**src/rtl/pwm_capture.sv**
```systemverilog
// pwm_capture: measures period and high time (in ck cycles) of an asynchronous PWM input.
// Latency: valid rises SYNC_STAGES+2 cycles after the pwm_in rise is first sampled (+FILT_LEN-1 with filter).
// Backpressure: none; each result is strobed once on valid and held until the next result.
// Optional glitch filter on the synchronized input: define PWM_CAPTURE_FILTER_EN.
module pwm_capture #(
  parameter int CNT_W       = 12,
  parameter int SYNC_STAGES = 2,
  parameter int FILT_LEN    = 4
) (
  input  logic             ck,
  input  logic             rst_n,
  input  logic             pwm_in,
  input  logic             en,
  output logic [CNT_W-1:0] period,
  output logic [CNT_W-1:0] high_time,
  output logic             valid,
  output logic             timeout,
  output logic             stuck_level
);

  localparam logic [CNT_W-1:0] CNT_MAX = '1;

  typedef enum logic [1:0] {
    IDLE    = 2'd0,
    MEAS_HI = 2'd1,
    MEAS_LO = 2'd2
  } state_t;

  if (SYNC_STAGES < 2 || FILT_LEN < 1) begin : g_bad_param
    $error("pwm_capture: SYNC_STAGES must be >= 2 and FILT_LEN >= 1");
  end

  logic [SYNC_STAGES-1:0] sync_q;
  logic                   s;
  logic                   lvl;
  logic                   lvl_q;
  logic                   rise_q;
  logic                   fall_q;

  state_t                 state_q, state_d;
  logic [CNT_W-1:0]       cnt_q, cnt_d;
  logic [CNT_W-1:0]       hi_lat_q, hi_lat_d;
  logic [CNT_W-1:0]       period_q, period_d;
  logic [CNT_W-1:0]       high_q, high_d;
  logic                   pend_q, pend_d;
  logic                   valid_q;
  logic                   timeout_q, timeout_d;
  logic                   stuck_q, stuck_d;

  // Metastability chain: pwm_in is fully asynchronous to ck.
  always_ff @(posedge ck or negedge rst_n) begin
    if (!rst_n) begin
      sync_q <= '0;
    end else begin
      sync_q <= {sync_q[SYNC_STAGES-2:0], pwm_in};
    end
  end

  assign s = sync_q[SYNC_STAGES-1];

`ifdef PWM_CAPTURE_FILTER_EN
  localparam int FC_W = $clog2(FILT_LEN + 1);

  logic            filt_q;
  logic [FC_W-1:0] fcnt_q, fcnt_d;

  // Accept a new level on the FILT_LEN-th consecutive sample that differs from the current one.
  always_comb begin
    lvl    = filt_q;
    fcnt_d = '0;
    if (s != filt_q) begin
      if (fcnt_q == FC_W'(FILT_LEN - 1)) begin
        lvl = s;
      end else begin
        fcnt_d = fcnt_q + 1'b1;
      end
    end
  end

  // Filter state: accepted level and run length of differing samples.
  always_ff @(posedge ck or negedge rst_n) begin
    if (!rst_n) begin
      filt_q <= 1'b0;
      fcnt_q <= '0;
    end else begin
      filt_q <= lvl;
      fcnt_q <= fcnt_d;
    end
  end
`else
  assign lvl = s;
`endif

  // Registered edge detect; lvl_q equals the new level in the cycle rise_q/fall_q is high.
  always_ff @(posedge ck or negedge rst_n) begin
    if (!rst_n) begin
      lvl_q  <= 1'b0;
      rise_q <= 1'b0;
      fall_q <= 1'b0;
    end else begin
      lvl_q  <= lvl;
      rise_q <= lvl & ~lvl_q;
      fall_q <= ~lvl & lvl_q;
    end
  end

  // Next-state logic: measurement FSM, saturating counter, result and timeout updates.
  always_comb begin
    state_d   = state_q;
    cnt_d     = cnt_q;
    hi_lat_d  = hi_lat_q;
    period_d  = period_q;
    high_d    = high_q;
    pend_d    = 1'b0;
    timeout_d = timeout_q;
    stuck_d   = stuck_q;

    if (!en) begin
      state_d   = IDLE;
      cnt_d     = '0;
      timeout_d = 1'b0;
    end else begin
      if (rise_q) begin
        cnt_d     = {{(CNT_W-1){1'b0}}, 1'b1};
        timeout_d = 1'b0;
      end else if (cnt_q != CNT_MAX) begin
        cnt_d = cnt_q + 1'b1;
      end

      case (state_q)
        IDLE: begin
          // First rise only opens a measurement; the period before it is incomplete.
          if (rise_q) begin
            state_d = MEAS_HI;
          end else if (cnt_q == CNT_MAX && !timeout_q) begin
            timeout_d = 1'b1;
            stuck_d   = lvl_q;
          end
        end
        MEAS_HI: begin
          // A rise here means the fall was missed: restart without reporting.
          if (rise_q) begin
            state_d = MEAS_HI;
          end else if (fall_q) begin
            hi_lat_d = cnt_q;
            state_d  = MEAS_LO;
          end else if (cnt_q == CNT_MAX) begin
            timeout_d = 1'b1;
            stuck_d   = lvl_q;
            state_d   = IDLE;
          end
        end
        MEAS_LO: begin
          if (rise_q) begin
            period_d = cnt_q;
            high_d   = hi_lat_q;
            pend_d   = 1'b1;
            state_d  = MEAS_HI;
          end else if (cnt_q == CNT_MAX) begin
            timeout_d = 1'b1;
            stuck_d   = lvl_q;
            state_d   = IDLE;
          end
        end
        default: begin
          state_d = IDLE;
        end
      endcase
    end
  end

  // State and result registers; valid follows the result update by one cycle.
  always_ff @(posedge ck or negedge rst_n) begin
    if (!rst_n) begin
      state_q   <= IDLE;
      cnt_q     <= '0;
      hi_lat_q  <= '0;
      period_q  <= '0;
      high_q    <= '0;
      pend_q    <= 1'b0;
      valid_q   <= 1'b0;
      timeout_q <= 1'b0;
      stuck_q   <= 1'b0;
    end else begin
      state_q   <= state_d;
      cnt_q     <= cnt_d;
      hi_lat_q  <= hi_lat_d;
      period_q  <= period_d;
      high_q    <= high_d;
      pend_q    <= pend_d;
      valid_q   <= pend_q & en;
      timeout_q <= timeout_d;
      stuck_q   <= stuck_d;
    end
  end

  assign period      = period_q;
  assign high_time   = high_q;
  assign valid       = valid_q;
  assign timeout     = timeout_q;
  assign stuck_level = stuck_q;

endmodule

```
**config.mk**
```make
export PLATFORM = sky130hd
export DESIGN_NAME = pwm_capture
export DESIGN_NICKNAME = d
export VERILOG_FILES = /design/src/rtl/pwm_capture.sv
export SDC_FILE = /design/constraint.sdc
export NUM_CORES = 1
export LEC_CHECK = 0
export BUFFER_PORTS_ARGS = -buffer_cell sky130_fd_sc_hd__buf_2
export CORE_UTILIZATION = 35
export CTS_CLUSTER_SIZE = 28
export DETAILED_ROUTE_END_ITERATION = 12
export PLACE_DENSITY_LB_ADDON = 0.05
export SYNTH_ARGS = -nofsm -noshare
export SYNTH_HDL_FRONTEND = slang
export SYNTH_SLANG_ARGS = --single-unit
export TNS_END_PERCENT = 5
```
**constraint.sdc**
```tcl
create_clock -name ck -period 2.2 [get_ports ck]
set_clock_uncertainty 0.1 [all_clocks]
set_input_delay 0.33 -clock ck [delete_from_list [all_inputs] [get_ports ck]]
set_output_delay 0.33 -clock ck [all_outputs]
set_load 0.05 [all_outputs]
```
==> results of run 1 <==
-- flip-flops by register name (all words and copies together) (netlist names) --
register and flops:
cnt_q 12, hi_lat_q 12, high_time 12, period 12, state_q 2, sync_q 2
fall_q 1, lvl_q 1, pend_q 1, rise_q 1, stuck_level 1, timeout 1
valid 1
-- cell families after synthesis --
kind of cell | after synthesis | synth area share
XOR/XNOR | 3 | 0.0106
flip-flops | 59 | 0.596
buffers and inverters | 12 | 0.0232
adder cells (fa/ha/maj) | 5 | 0.0253
AO/OA/AOI/OAI | 28 | 0.0788
AND/OR/NAND/NOR | 47 | 0.108
multiplexers | 35 | 0.159
-- worst register-to-register path, cell delays in order (launching register included) --
cell,delay [ns]
dfrtp_1,0.42
ha_1,0.24
nand4_2,0.27
nor3_4,0.36
o221ai_1,0.19
mux2_2,0.31
-- worst paths after layout --
check | slack (ns) | to
worst max-delay path | 0.20 | stuck_level
worst min-delay path | 0.21 | state_q[0]
worst max register to register | 0.20 | stuck_level
worst min register to register | 0.25 | sync_q[1]
max in group asynchronous | 0.93 | cnt_q[3]
min in group asynchronous | 0.48 | hi_lat_q[2]
-- repair_timing --
item,CTS,global route
hold buffers,2,0
hold endpoints to repair,27,0
setup buffers,0,0
-- Yosys cell counts (4+ instances only) --
library cell  instances  share of area
nand2_1               9          0.014
inv_1                 7          0.011
o21ai_0               6          0.012
mux2_2               34           0.15
nor2_1                9          0.014
nor2b_1               4          0.010
a21oi_1               4         0.0081
dfrtp_1              59           0.60
nor3_1                5          0.010
nand3_1               4         0.0081
ha_1                  5          0.025
-- cell type report --
| type | instances | area (µm²) |
|---|---|---|
| inverter | 7 | 26.3 |
| timing repair buffer | 39 | 235 |
| clock buffer | 14 | 163 |
| tap | 96 | 120 |
| sequential | 59 | 1480 |
| multi-input combinational | 118 | 943 |
| fill | 677 | 3860 |
| clock inverter | 2 | 10.0 |
-- layer usage --
layer,up-vias,routed length (µm),global-route usage
met1,817,2190,0.174
met3,4,177,0.0520
li1,776,-,-
met5,-,0,0
met4,0,49,0.0606
met2,38,2370,0.235
-- metrics by stage --
stage	cells	worst slack, ns	hold WS (ns)
final	335	0.195	0.208
after global routing	335	0.0998	0.184
after CTS	335	0.201	0.185
after detailed placement	317	0.217	0.238
after global placement	317	0.319	0.234
after floorplan	189	0.324	-0.0656
-- cell usage in the layout, fill, tap and decap left out, types with 3 or more instances in the layout --
cell / netlist / final
nor3_1: 5 / 5
inv_1: 7 / 7
nand2_1: 9 / 9
buf_2: 0 / 30
buf_4: 1 / 6
o31ai_1: 3 / 3
clkbuf_1: 3 / 3
nor2_1: 9 / 9
ha_1: 5 / 5
mux2_2: 34 / 34
dfrtp_1: 59 / 59
nor2b_1: 4 / 4
nand3_1: 4 / 4
clkbuf_8: 0 / 11
o311ai_0: 3 / 3
and3_1: 3 / 3
o21ai_0: 6 / 6
a21oi_1: 4 / 4
-- power breakdown --
| part | switching [µW] | internal (µW) | total [µW] |
|---|---|---|---|
| clock | 384 | 468 | 851 |
| sequential | 16.6 | 1110 | 1130 |
| combinational | 84.1 | 40.8 | 125 |
| total | 484 | 1620 | 2100 |
==> results by group, run 1 <==
Power
  • Leakage: 0.00150 µW
  • Pwr dens: 707 mW/mm²
  • VDD IR max: 0.270 mV
  • Power, Total: 2100 µW

Setup path
  • Crit path depth: 5
  • Buf/Inv on CP: 0
  • CP max-delay cell: dfrtp_1
  • Critical path, cell by cell: ha_1, nand4_2, nor3_4, o221ai_1, mux2_2
  • Crit path max fanout: 9
  • Max stage delay on crit path: 0.42 ns
  • Reg2Reg Depth: 5
  • CP top delay family: simple AND/OR/NAND/NOR gates
  • Critical Path Source Type: flop
  • Worst reg2reg startpoint: cnt_q[0]
  • Worst EP arrival: 2.11 ns
  • CP startpoint: cnt_q[0]
  • Endpoint class of the critical path: flop
  • Crit Path Class: reg2reg
  • CP required: 2.30 ns

Routing
  • Post-DR vias/cell: 4.88
  • Routed WL: 4790 µm
  • Drt wl/cell: 14.3 µm
  • DRC Markers: 0
  • Detailed Route Iter0 Violations: 72
  • Pre-antenna DRT Iters: 4
  • Final ANT Viol Nets: 0
  • Routed vias: 1635

Worst hold path
  • Hold Path Class: in2reg
  • Hold_sp: en
  • Worst hold path depth: 2

Synthesis
  • FF+latch count, synth: 59
  • Predominant post-synthesis flop cell: dfrtp_1
  • Synth warn: 0
  • Syn nets: 198
  • Mapped Area: 0.00248 mm²
  • Avg Cell Area, Syn: 13.1 µm²
  • FFs w/ async S/R, synth: 1.00
  • Number of synthesized flops with an enable pin: 0
  • Register area share after synthesis: 0.596
  • Mapped Cells: 189
  • Distinct cells, synth: 40

Final layout
  • Diode count: 0
  • Area Overhead vs Synth: 20.1%
  • Cell area after layout: 0.00297 mm²
  • Final core utilization: 0.435
  • Share of layout cells above drive strength 1: 0.372
  • # nets final: 243

Clocking
  • Sink Count: 59
  • Max clock buf depth: 2
  • Total CTS buffers: 9
  • Root buffer cell: clkbuf_8
  • Insertion delay to the later sink of the worst-skew pair: 0.32 ns
  • Clock slew at reported path FFs: 0.06 ns
  • CTS tree: built
  • Post-CTS sizing: 0
  • H-Tree Depth: 3

Die
  • Die ar.: 0.00742 mm²
  • Total core area: 0.00683 mm²
  • Initial Utilization: 0.363
  • DIE HEIGHT: 86.1 µm
  • Io pins: 31
  • Cell Rows: 30
  • Die X: 86.1 µm

STA
  • Achievable Freq: 499 MHz
  • Worst slew pin tran: 0.654 ns
  • Final Setup Violations: 0
  • Min Tclk post-route: 2.00 ns
  • Hold Vio Cnt, Final: 0
  • Final Max Tran Viols: 0
  • Setup TNS: 0 ns
  • Slew margin rel.: 0.564
  • Final Cycle Share: 0.911
  • RSZ-0062 raised after global routing: no

Flow run
  • Max-cap violations: 0

Placed design
  • GP Congestion: 0.809
  • # port buffers: 30
  • DP Area: 0.00278 mm²
  • Final HPWL DP: 3330 µm

Global route
  • Global route overflow: 0
  • Tot GR Track Use: 0.145
  • Largest net degree at the start of global routing: 34
  • Vias in the first global route: 1701
  • First-pass GRT wire length: 8000 µm
  • Initial antenna violation count: 0

Status
  • Outcome: finished, final reports clean
No activity file was read; power rests on OpenSTA's default activity.
==> run 2: changes to the inputs <==
Clock period 2.2 ns to 2.35 ns, I/O delays scaled along.
==> results by group, run 2 (synthesis gave the netlist of run 1 again) <==
Routing
  • Routed vias: 1662
  • Pre-antenna DRT Iters: 4
  • Post-DR vias/cell: 5.02
  • Routed WL: 4910 µm
  • DRC Markers: 0
  • Drt wl/cell: 14.8 µm
  • Final ANT Viol Nets: 0
  • Detailed Route Iter0 Violations: 98

STA
  • Slew margin rel.: 0.588
  • Achievable Freq: 486 MHz
  • Min Tclk post-route: 2.06 ns
  • Worst slew pin tran: 0.618 ns
  • RSZ-0062 raised after global routing: no
  • Hold Vio Cnt, Final: 0
  • Setup TNS: 0 ns
  • Final Cycle Share: 0.876
  • Final Max Tran Viols: 0
  • Final WS setup: 0.292 ns
  • Final Setup Violations: 0

Final layout
  • Most frequent cells in the layout: 59 x dfrtp_1, 34 x mux2_2, 30 x buf_2, 12 x clkbuf_8
  • Commonest non-fill, non-tap cell in the layout: dfrtp_1
  • Area taken by multi-input logic gates: 943 µm²
  • Share of layout cells above drive strength 1: 0.374
  • Area Overhead vs Synth: 19.3%
  • Fillers: 664
  • # nets final: 240
  • Final core utilization: 0.433
  • Register area: 0.00148 mm²
  • Diode count: 0

Die
  • Total core area: 0.00683 mm²
  • Initial Utilization: 0.363
  • Io pins: 31
  • DIE HEIGHT: 86.1 µm
  • Cell Rows: 30
  • Die ar.: 0.00742 mm²
  • Die X: 86.1 µm

Global route
  • Vias in the first global route: 1684
  • Global route overflow: 0
  • First-pass GRT wire length: 8140 µm
  • Largest net degree at the start of global routing: 35
  • Initial antenna violation count: 0
  • Tot GR Track Use: 0.147

Worst hold path
  • Hold Path Class: in2reg

Power
  • Net Sw Frac: 0.236
  • Clk pwr share: 0.419
  • Pwr dens: 680 mW/mm²
  • Cell Int Power: 1530 µW
  • Net Sw Power: 475 µW
  • Flop pwr share: 0.525
  • Leakage: 0.00149 µW
  • Combinational Power Share: 0.056
  • VDD IR max: 0.219 mV

Clocking
  • Sink Count: 59
  • H-Tree Depth: 3
  • Total CTS buffers: 9
  • # Post-CTS Setup Buffers: 0
  • CTS tree: built
  • Max clock buf depth: 2
  • Insertion delay to the later sink of the worst-skew pair: 0.33 ns
  • Root buffer cell: clkbuf_8
  • Clock slew at reported path FFs: 0.07 ns

Setup path
  • Worst EP arrival: 2.18 ns
  • Endpoint class of the critical path: flop
  • Crit path max fanout: 9
  • CP required: 2.47 ns
  • Crit Path Class: reg2reg
  • Critical Path Source Type: flop

Flow run
  • Max-cap violations: 0

Placed design
  • Final HPWL DP: 3400 µm
  • # port buffers: 30
  • GP Congestion: 0.789
  • Pre-CTS setup slack: 0.314 ns

Status
  • Outcome: finished, final reports clean
-- run 2: layout make-up --
type	instances	area share
flip-flops and latches	59	0.500
multi-input cells	118	0.319
repair buffers	36	0.0711
clock buffers	13	0.0572
well taps	96	0.0406
inverters	7	0.00889
clock inverters	2	0.00339
-- run 2: through the flow --
| stage | total power (µW) | cell area, µm² | hold WS, ns | cells |
|---|---|---|---|---|
| after detailed placement | 1190 | 2770 | 0.247 | 315 |
| after floorplan | 1140 | 2480 | -0.0431 | 189 |
| after global routing | 2100 | 2960 | 0.00710 | 331 |
| after CTS | 2030 | 2960 | 0.00611 | 331 |
| after global placement | 1180 | 2770 | 0.233 | 315 |
| final | 2010 | 2960 | 0.0255 | 331 |
-- run 2: layer usage --
metal,routed length [µm],up-vias,track usage
met2,2330,62,0.233
met1,2240,816,0.181
li1,-,772,-
met5,0,-,0
met3,217,12,0.0404
met4,123,0,0.0803
-- run 2: final timing paths --
kind / start / endpoint / slack, ns / depth (start not counted)
min in group asynchronous: rst_n / period[2] / 0.48 / 2
min reg2reg: sync_q[0] / sync_q[1] / 0.26 / 0
max reg2reg: cnt_q[0] / stuck_level / 0.29 / 5
max in group asynchronous: rst_n / high_time[3] / 1.08 / 3
min: pwm_in / sync_q[0] / 0.03 / 1
max: cnt_q[0] / stuck_level / 0.29 / 5
-- run 2: timing repair --
item                                   CTS  global route
endpoints found under the hold margin   25             0
hold buffers                             1             0
resized for setup                        0             0
-- run 2: worst max-delay path: stages, from the launching register on --
cell and delay (ns):
dfrtp_1 0.42, ha_1 0.24, nand4_2 0.27, nor3_4 0.44, o221ai_1 0.19, mux2_2 0.28
-- run 2: power groups by stage --
stage	sequential [µW]	combinational (µW)	clock, µW
2_1_floorplan	1090	43.1	0
3_3_place_gp	1070	110	0
3_5_place_dp	1070	113	0
4_1_cts	1050	115	865
5_1_grt	1060	125	915
6_report	1060	113	841
